**config.mk**
```make
export PLATFORM = sky130hd
export DESIGN_NAME = csr_apb_master
export DESIGN_NICKNAME = d
export VERILOG_FILES = /design/src/rtl/csr_apb_master_pkg.sv /design/src/rtl/csr_apb_master.sv
export SDC_FILE = /design/constraint.sdc
export NUM_CORES = 1
export LEC_CHECK = 0
export CAP_MARGIN = 20
export CORE_AREA = 10 10 112 114
export DETAILED_ROUTE_END_ITERATION = 6
export DIE_AREA = 0 0 122 124
export GPL_TIMING_DRIVEN = 0
export PLACE_DENSITY = 0.78
export SYNTH_ARGS = -nofsm -noshare
export SYNTH_HDL_FRONTEND = slang
export SYNTH_SLANG_ARGS = --single-unit
```
**constraint.sdc**
```tcl
create_clock -name pclk -period 2.7 [get_ports pclk]
set_input_delay 0.54 -clock pclk [delete_from_list [all_inputs] [get_ports pclk]]
set_output_delay 0.54 -clock pclk [all_outputs]
set_load 0.005 [all_outputs]
```
**src/rtl/csr_apb_master_pkg.sv**
```systemverilog
// csr_apb_master_pkg: shared APB requester state encoding and protection default
package csr_apb_master_pkg;
  typedef enum logic [1:0] {IDLE, SETUP, ACCESS, RESP} apb_state_t;
  localparam logic [1:0] CSR_PROT_DEFAULT = 2'b00;
endpackage

```
**src/rtl/csr_apb_master.sv**
```systemverilog
// csr_apb_master: turns a valid/ready command stream into APB SETUP/ACCESS transfers with timeout
module csr_apb_master
  import csr_apb_master_pkg::*;
#(
  parameter int CSR_ADDR_WIDTH = 8,
  parameter int CSR_DATA_WIDTH = 32,
  parameter int TIMEOUT = 16
) (
  input  logic                        pclk,
  input  logic                        preset,
  input  logic                        cmd_valid,
  output logic                        cmd_ready,
  input  logic [CSR_ADDR_WIDTH-1:0]   cmd_addr,
  input  logic                        cmd_write,
  input  logic [CSR_DATA_WIDTH-1:0]   cmd_wdata,
  input  logic [CSR_DATA_WIDTH/8-1:0] cmd_strb,
  input  logic [1:0]                  cmd_prot,
  output logic                        rsp_valid,
  input  logic                        rsp_ready,
  output logic [CSR_DATA_WIDTH-1:0]   rsp_rdata,
  output logic                        rsp_slverr,
  output logic                        rsp_timeout,
  output logic                        psel,
  output logic                        penable,
  output logic                        pwrite,
  output logic [CSR_ADDR_WIDTH-1:0]   paddr,
  output logic [1:0]                  pprot,
  output logic [CSR_DATA_WIDTH-1:0]   pwdata,
  output logic [CSR_DATA_WIDTH/8-1:0] pstrb,
  input  logic [CSR_DATA_WIDTH-1:0]   prdata,
  input  logic                        pready,
  input  logic                        pslverr
);
  localparam int CW = (TIMEOUT > 0) ? $clog2(TIMEOUT + 1) : 1;
  localparam logic [CW-1:0] CNT_LAST = CW'((TIMEOUT > 0) ? TIMEOUT - 1 : 0);
  localparam logic [CW-1:0] CNT_MAX = '1;
  apb_state_t state, state_n;
  logic [CW-1:0] cnt, cnt_n;
  logic timeout_hit;
  assign cmd_ready = state == IDLE;
  // pready has priority: an abort only happens on a cycle the slave is still stalling
  assign timeout_hit = (TIMEOUT != 0) && cnt == CNT_LAST && !pready;
  always_comb begin
    state_n = state;
    cnt_n = cnt;
    case (state)
      IDLE: state_n = cmd_valid ? SETUP : IDLE;
      SETUP: begin
        state_n = ACCESS;
        cnt_n = '0;
      end
      ACCESS: begin
        state_n = (pready || timeout_hit) ? RESP : ACCESS;
        cnt_n = (pready || cnt == CNT_MAX) ? cnt : cnt + CW'(1);
      end
      RESP: state_n = rsp_ready ? IDLE : RESP;
      default: state_n = IDLE;
    endcase
  end
  always_ff @(posedge pclk or posedge preset) begin
    if (preset) begin
      state <= IDLE;
      cnt <= '0;
      psel <= 1'b0;
      penable <= 1'b0;
      pwrite <= 1'b0;
      paddr <= '0;
      pprot <= CSR_PROT_DEFAULT;
      pwdata <= '0;
      pstrb <= '0;
      rsp_valid <= 1'b0;
      rsp_rdata <= '0;
      rsp_slverr <= 1'b0;
      rsp_timeout <= 1'b0;
    end else begin
      state <= state_n;
      cnt <= cnt_n;
      psel <= state_n == SETUP || state_n == ACCESS;
      penable <= state_n == ACCESS;
      rsp_valid <= state_n == RESP;
      if (state == IDLE && cmd_valid) begin
        paddr <= cmd_addr;
        pprot <= cmd_prot;
        pwrite <= cmd_write;
        pwdata <= cmd_write ? cmd_wdata : '0;
        pstrb <= cmd_write ? cmd_strb : '0;
      end
      if (state == ACCESS && state_n == RESP) begin
        rsp_rdata <= (pready && !pwrite) ? prdata : '0;
        rsp_slverr <= pready ? pslverr : 1'b1;
        rsp_timeout <= !pready;
      end
    end
  end
endmodule

```
==> results.json, run 1 <==
{
  "status": "finished, final reports clean",
  "ios": 170,
  "r2r-end": "rsp_rdata[0]",
  "htree_levels": 3,
  "finalSetupTns_ns": 0,
  "ys_seq_area_frac": 0.612,
  "drv_slew": 0,
  "powerDensity_mw_per_mm2": 1030,
  "vias_per_cell": 4.74,
  "fin_nets": 656,
  "seqPwrFrac": 0.394,
  "rsz0062_at_grt": "no",
  "max_freq_ghz": 0.404,
  "synth_top_area_share": 0.612,
  "clk_path_buf_depth": 2,
  "min-delay-start": "pwdata[14]",
  "area_growth_pct": 57.0,
  "firstDrtPassIters": 4,
  "cts_tree": "built",
  "vdd_drop_max_mv": 0.463,
  "chipWidth_um": 122,
  "critical_path.cell_chain": "ha_1 -> and3_1 -> ha_1 -> o311ai_2 -> nand2_1 -> ha_1 -> nand3b_1 -> buf_4 -> clkbuf_2 -> o21ai_0",
  "swShare": 0.322,
  "clk_pin_slew_ns": 0.08,
  "crit_top_cell": "ha_1",
  "path_class": "reg2reg",
  "wire_per_inst_um": 16.8,
  "port_buffers": 167,
  "worstSetupStartpointType": "flop",
  "synth-seq-cells": 91,
  "place.gp.congestion": 0.776,
  "min_path_type": "reg2reg",
  "remaining_drc_errors": 0,
  "slew_headroom": 0.604,
  "drv_cap": 0,
  "ys_top_cells_by_area": "dfrtp_1 61%, nand2_1 15%, o21ai_0 9.8%, mux2_4 2.4%, clkbuf_1 2.1%",
  "post-route-period-util": 0.917,
  "antenna_found_initial": 0,
  "worst_pin_slew_ns": 0.595,
  "utilization": 0.571,
  "ctsRootBufferMaster": "clkbuf_8",
  "postSynthCellCount": 385,
  "crit_arrival_ns": 2.71,
  "grt_usage": 0.154,
  "final.setup_skew_ns": 0.00854,
  "core_mm2": 0.0102,
  "power.switching_mw": 1.94,
  "antennaDiodeCount": 0,
  "core.rowCount": 37,
  "numCtsBuffers": 9,
  "routed_wl_um": 11800,
  "grt_pass1_vias": 3509,
  "power_frac_comb": 0.453,
  "min_path_cells": 2,
  "grt_pass1_wl_um": 18400,
  "holdPathEnd": "pwdata[14]",
  "rrSetupSlack_ns": 0.22,
  "power_mw": 6.02,
  "rr_worst_depth": 10,
  "p_leak_nw": 2.57,
  "drive_gt1_frac": 0.0772,
  "slowest_stage": "dfrtp_1",
  "finalSetupViolCount": 0,
  "cp-end-kind": "flop",
  "clkPwrFrac": 0.153,
  "p_int_mw": 4.08,
  "dp.final_hpwl_um": 9350,
  "cpPeakStageDelay_ns": 0.44,
  "cts_hold_buf": 0,
  "hold_viol_final": 0,
  "syn_area_per_cell_um2": 9.66,
  "yosys.area.top_type": "dfrtp_1",
  "initial_core_util": 0.363,
  "synth_area_mm2": 0.00372,
  "critPathRequiredTime_ns": 2.93,
  "grt_max_degree": 44,
  "fill_cells": 920,
  "overflow": 0,
  "cts.sinks": 91,
  "synth_fp_nets": 475,
  "cp_max_fo": 10,
  "dieArea_mm2": 0.0151,
  "ys_warn_count": 0,
  "ys_types": 27,
  "num_vias": 3347,
  "die_h_um": 124,
  "r2r_start": "cnt[0]",
  "min_period_ns": 2.48,
  "insertion_delay_ns": 0.36,
  "antenna_left": 0,
  "drtIter0Drc": 134
}
-- cells in the mapped netlist --
| cell | number |
|---|---|
| nand2_1 | 146 |
| dfrtp_1 | 91 |
| o21ai_0 | 73 |
| clkbuf_1 | 21 |
| mux2_4 | 6 |
| ha_1 | 5 |
| inv_1 | 5 |
| mux2_2 | 5 |
| buf_2 | 4 |
| nor2_1 | 4 |
| and3_1 | 3 |
| nor2b_1 | 3 |
| a21oi_1 | 2 |
| a31oi_1 | 2 |
| buf_6 | 2 |
| nor4b_1 | 2 |
| a21o_1 | 1 |
| a311o_1 | 1 |
| and2_1 | 1 |
| nand3_1 | 1 |
| nand3b_1 | 1 |
| nand4b_1 | 1 |
| nor3_1 | 1 |
| nor3b_1 | 1 |
| o311ai_0 | 1 |
| o31a_1 | 1 |
| or3b_4 | 1 |
-- critical path: cells and delay by family (launching register included) --
kind | cells | cell delay, ns
compound gates | 2 | 0.38
fa+ha+maj | 3 | 0.68
buf+inv | 2 | 0.34
flops | 1 | 0.44
simple gates | 3 | 0.51
-- cells in the final DEF, fill, tap and decap left out, types with 3 or more instances in the layout --
master	count
clkdlybuf4s50_1	167
nand2_1	146
dfrtp_1	91
o21ai_0	73
clkbuf_1	15
clkbuf_8	11
mux2_4	6
mux2_2	5
ha_1	5
clkbuf_2	4
buf_2	4
inv_1	4
nor2_1	4
nor2b_1	3
buf_6	3
and3_1	3
-- cell type report --
cell class | count | area (um^2) | share of cell area
well taps | 136 | 170 | 0.0292
repair buffers | 171 | 1730 | 0.296
plain buffers | 26 | 138 | 0.0236
clock buffers | 13 | 159 | 0.0272
clock inverters | 2 | 35.0 | 0.00600
inverters | 5 | 22.5 | 0.00386
flip-flops and latches | 91 | 2280 | 0.390
multi-input cells | 262 | 1310 | 0.224
-- per-stage QoR --
step           hold slack [ns]  cells  worst slack, ns  area, um^2
6_report                 0.480    706            0.223        5840
5_1_grt                  0.503    706          0.00692        5840
4_1_cts                  0.470    704           0.0247        5810
3_5_place_dp             0.469    690           -0.813        5600
3_3_place_gp             0.462    688           -0.750        5560
2_1_floorplan            0.473    385            0.210        3720
-- logic make-up (layout without fill, tap and decap cells) --
kind of cell               Yosys count  in the layout  share of synthesized area
AOI/OAI and AO/OA                   81             81                      0.114
adders and majority gates            5              5                     0.0168
buffers and inverters               32            217                     0.0377
DFF                                 91             91                      0.612
muxes                               11             11                     0.0394
and+or+nand+nor                    165            165                      0.180
-- layer usage --
layer  track usage  share of wire  up-vias
met5             0              0        -
met4        0.0559          0.013        0
met3        0.0688           0.11       11
met2         0.258           0.48      123
met1         0.168           0.39     1600
li1              -              -     1613
-- sequential cells by signal (all words and copies together), names as in the netlist --
| name | cells |
|---|---|
| pwdata | 32 |
| rsp_rdata | 32 |
| paddr | 8 |
| cnt | 5 |
| pstrb | 4 |
| pprot | 2 |
| state | 2 |
| penable | 1 |
| psel | 1 |
| pwrite | 1 |
| rsp_slverr | 1 |
| rsp_timeout | 1 |
| rsp_valid | 1 |
-- worst max-delay path by stage --
stage	from	to	slack [ns]	cells after the start
global route	cnt[0]	rsp_timeout	0.007	11
floorplan	cnt[0]	rsp_timeout	0.21	10
global placement	cmd_valid	rsp_timeout	-0.75	10
detailed placement	cmd_valid	rsp_rdata[6]	-0.81	11
finish	cnt[0]	rsp_rdata[0]	0.22	10
CTS	cnt[0]	rsp_rdata[0]	0.02	11
-- power groups by stage --
stage / clock network (mW) / registers, mW / logic [mW]
after floorplan: 0 / 2.41 / 0.912
after global placement: 0 / 2.36 / 2.65
after detailed placement: 0 / 2.40 / 2.72
after CTS: 0.948 / 2.37 / 2.76
after global routing: 1.00 / 2.46 / 3.01
final: 0.920 / 2.37 / 2.73
-- timing repair --
item,CTS,global route
buffers inserted,0,2
gates resized for setup,7,11
endpoints found under the setup margin,29,34
Note: power is estimated with default switching activity, not from simulation.
==> run 2: changes to the inputs <==
==> constraint.sdc (replaced) <==
create_clock -name pclk -period 2.7 [get_ports pclk]
set_input_delay 0.405 -clock pclk [delete_from_list [all_inputs] [get_ports pclk]]
set_output_delay 0.405 -clock pclk [all_outputs]
set_load 0.005 [all_outputs]
==> results.json, run 2 (same netlist as run 1, synthesis figures left out) <==
{
  "status": "finished, final reports clean",
  "min_path_type": "in2async",
  "clk_path_buf_depth": 2,
  "cpPeakStageDelay_ns": 0.44,
  "reg_top3": "pwdata: 32 flops, rsp_rdata: 32 flops, paddr: 8 flops",
  "hold-worst-slack_ns": 0.352,
  "fin_ws_ns": 0.221,
  "worst_pin_slew_ns": 0.582,
  "remaining_drc_errors": 0,
  "dp.final_hpwl_um": 9350,
  "die_h_um": 124,
  "htree_levels": 3,
  "routed_wl_um": 11800,
  "slowest_stage": "dfrtp_1",
  "rr_worst_depth": 10,
  "cp-end-kind": "flop",
  "worstSetupStartpointType": "flop",
  "place.gp.congestion": 0.776,
  "vias_per_cell": 4.75,
  "multi_input_area_mm2": 0.00131,
  "grt_pass1_wl_um": 18400,
  "slew_headroom": 0.612,
  "final_cell_mix": "167 x clkdlybuf4s50_1, 146 x nand2_1, 91 x dfrtp_1",
  "dp_cells": 690,
  "cp_num_buf_inv": 2,
  "min_period_ns": 2.48,
  "finalSetupTns_ns": 0,
  "firstDrtPassIters": 4,
  "chipWidth_um": 122,
  "final_common_cell": "clkdlybuf4s50_1",
  "r2r-end": "rsp_rdata[0]",
  "drtIter0Drc": 131,
  "ctsRootBufferMaster": "clkbuf_8",
  "core_mm2": 0.0102,
  "rsz0062_at_grt": "no",
  "crit_family": "adder cells",
  "crit_arrival_ns": 2.71,
  "numCtsBuffers": 9,
  "power_mw": 6.02,
  "antenna_found_initial": 0,
  "max_freq_ghz": 0.403,
  "path_class": "reg2reg",
  "final.setup_skew_ns": 0.00844,
  "grt_pass1_vias": 3517,
  "clk_pin_slew_ns": 0.08,
  "powerDensity_mw_per_mm2": 1030,
  "utilization": 0.571,
  "cts.sinks": 91,
  "antenna_left": 0,
  "regArea_mm2": 0.00228,
  "area_growth_pct": 57.0,
  "drv_slew": 0,
  "wire_per_inst_um": 16.7,
  "num_vias": 3352,
  "finalSetupViolCount": 0,
  "port_buffers": 167,
  "r2r_start": "cnt[0]",
  "fill_cells": 920,
  "crit_start": "cnt[0]",
  "insertion_delay_ns": 0.36,
  "post-place-ws_ns": -0.678,
  "stdcell_area_mm2": 0.00584,
  "cts_hold_buf": 0,
  "p_leak_nw": 2.57,
  "layout.cells.non_filler": 706,
  "cp_max_fo": 10,
  "critical_path.cell_chain": "ha_1 -> and3_1 -> ha_1 -> o311ai_2 -> nand2_1 -> ha_1 -> nand3b_1 -> buf_4 -> clkbuf_2 -> o21ai_0",
  "post-route-period-util": 0.918,
  "fin_nets": 656,
  "ios": 170,
  "grt_usage": 0.153,
  "vdd_drop_max_mv": 0.462,
  "crit_top_cell": "ha_1",
  "cts_tree": "built",
  "place_area_mm2": 0.00560,
  "critPathRequiredTime_ns": 2.93,
  "dieArea_mm2": 0.0151,
  "antennaDiodeCount": 0,
  "drv_cap": 0,
  "crit_path_end": "rsp_rdata[0]",
  "core.rowCount": 37,
  "rrSetupSlack_ns": 0.22,
  "hold_viol_final": 0,
  "overflow": 0,
  "grt_max_degree": 44,
  "path_depth": 10,
  "drive_gt1_frac": 0.0772,
  "initial_core_util": 0.363
}
==> run 2: cell counts in the layout (fill, tap and decap cells not counted) <==
No cell type changed its count.
==> run 2: metal layers <==
metal	GRT usage	up-vias	wire length [um]
li1	-	1613	-
met1	0.168	1600	4590
met2	0.259	128	5730
met3	0.0688	11	1320
met4	0.0559	0	155
met5	0	-	0
==> run 2: worst min path at each step <==
stage                                to  slack, ns  depth (start not counted)
after floorplan                pstrb[0]       0.47                          2
after global placement       pwdata[25]       0.46                          2
after detailed placement  rsp_rdata[17]       0.47                          2
after CTS                 rsp_rdata[15]       0.33                          2
after global routing      rsp_rdata[15]       0.37                          2
final                     rsp_rdata[20]       0.35                          2
==> run 2: cell type report <==
type                       instances  share of cell area
clock buffer                      13              0.0272
multi-input combinational        262               0.224
clock inverter                     2             0.00600
inverter                           5             0.00386
buffer                            26              0.0236
sequential                        91               0.390
timing repair buffer             171               0.296
tap                              136              0.0292
==> run 2: timing repair <==
action | 4_1_cts | 5_1_grt
pin swaps | 0 | 0
buffers inserted | 0 | 2
gates resized for setup | 7 | 11
setup endpoints to repair | 29 | 34
==> run 2: power by group <==
group | total, mW | switching, mW | internal [mW]
Combinational | 2.73 | 1.13 | 1.60
Sequential | 2.37 | 0.362 | 2.01
Clock | 0.919 | 0.446 | 0.473
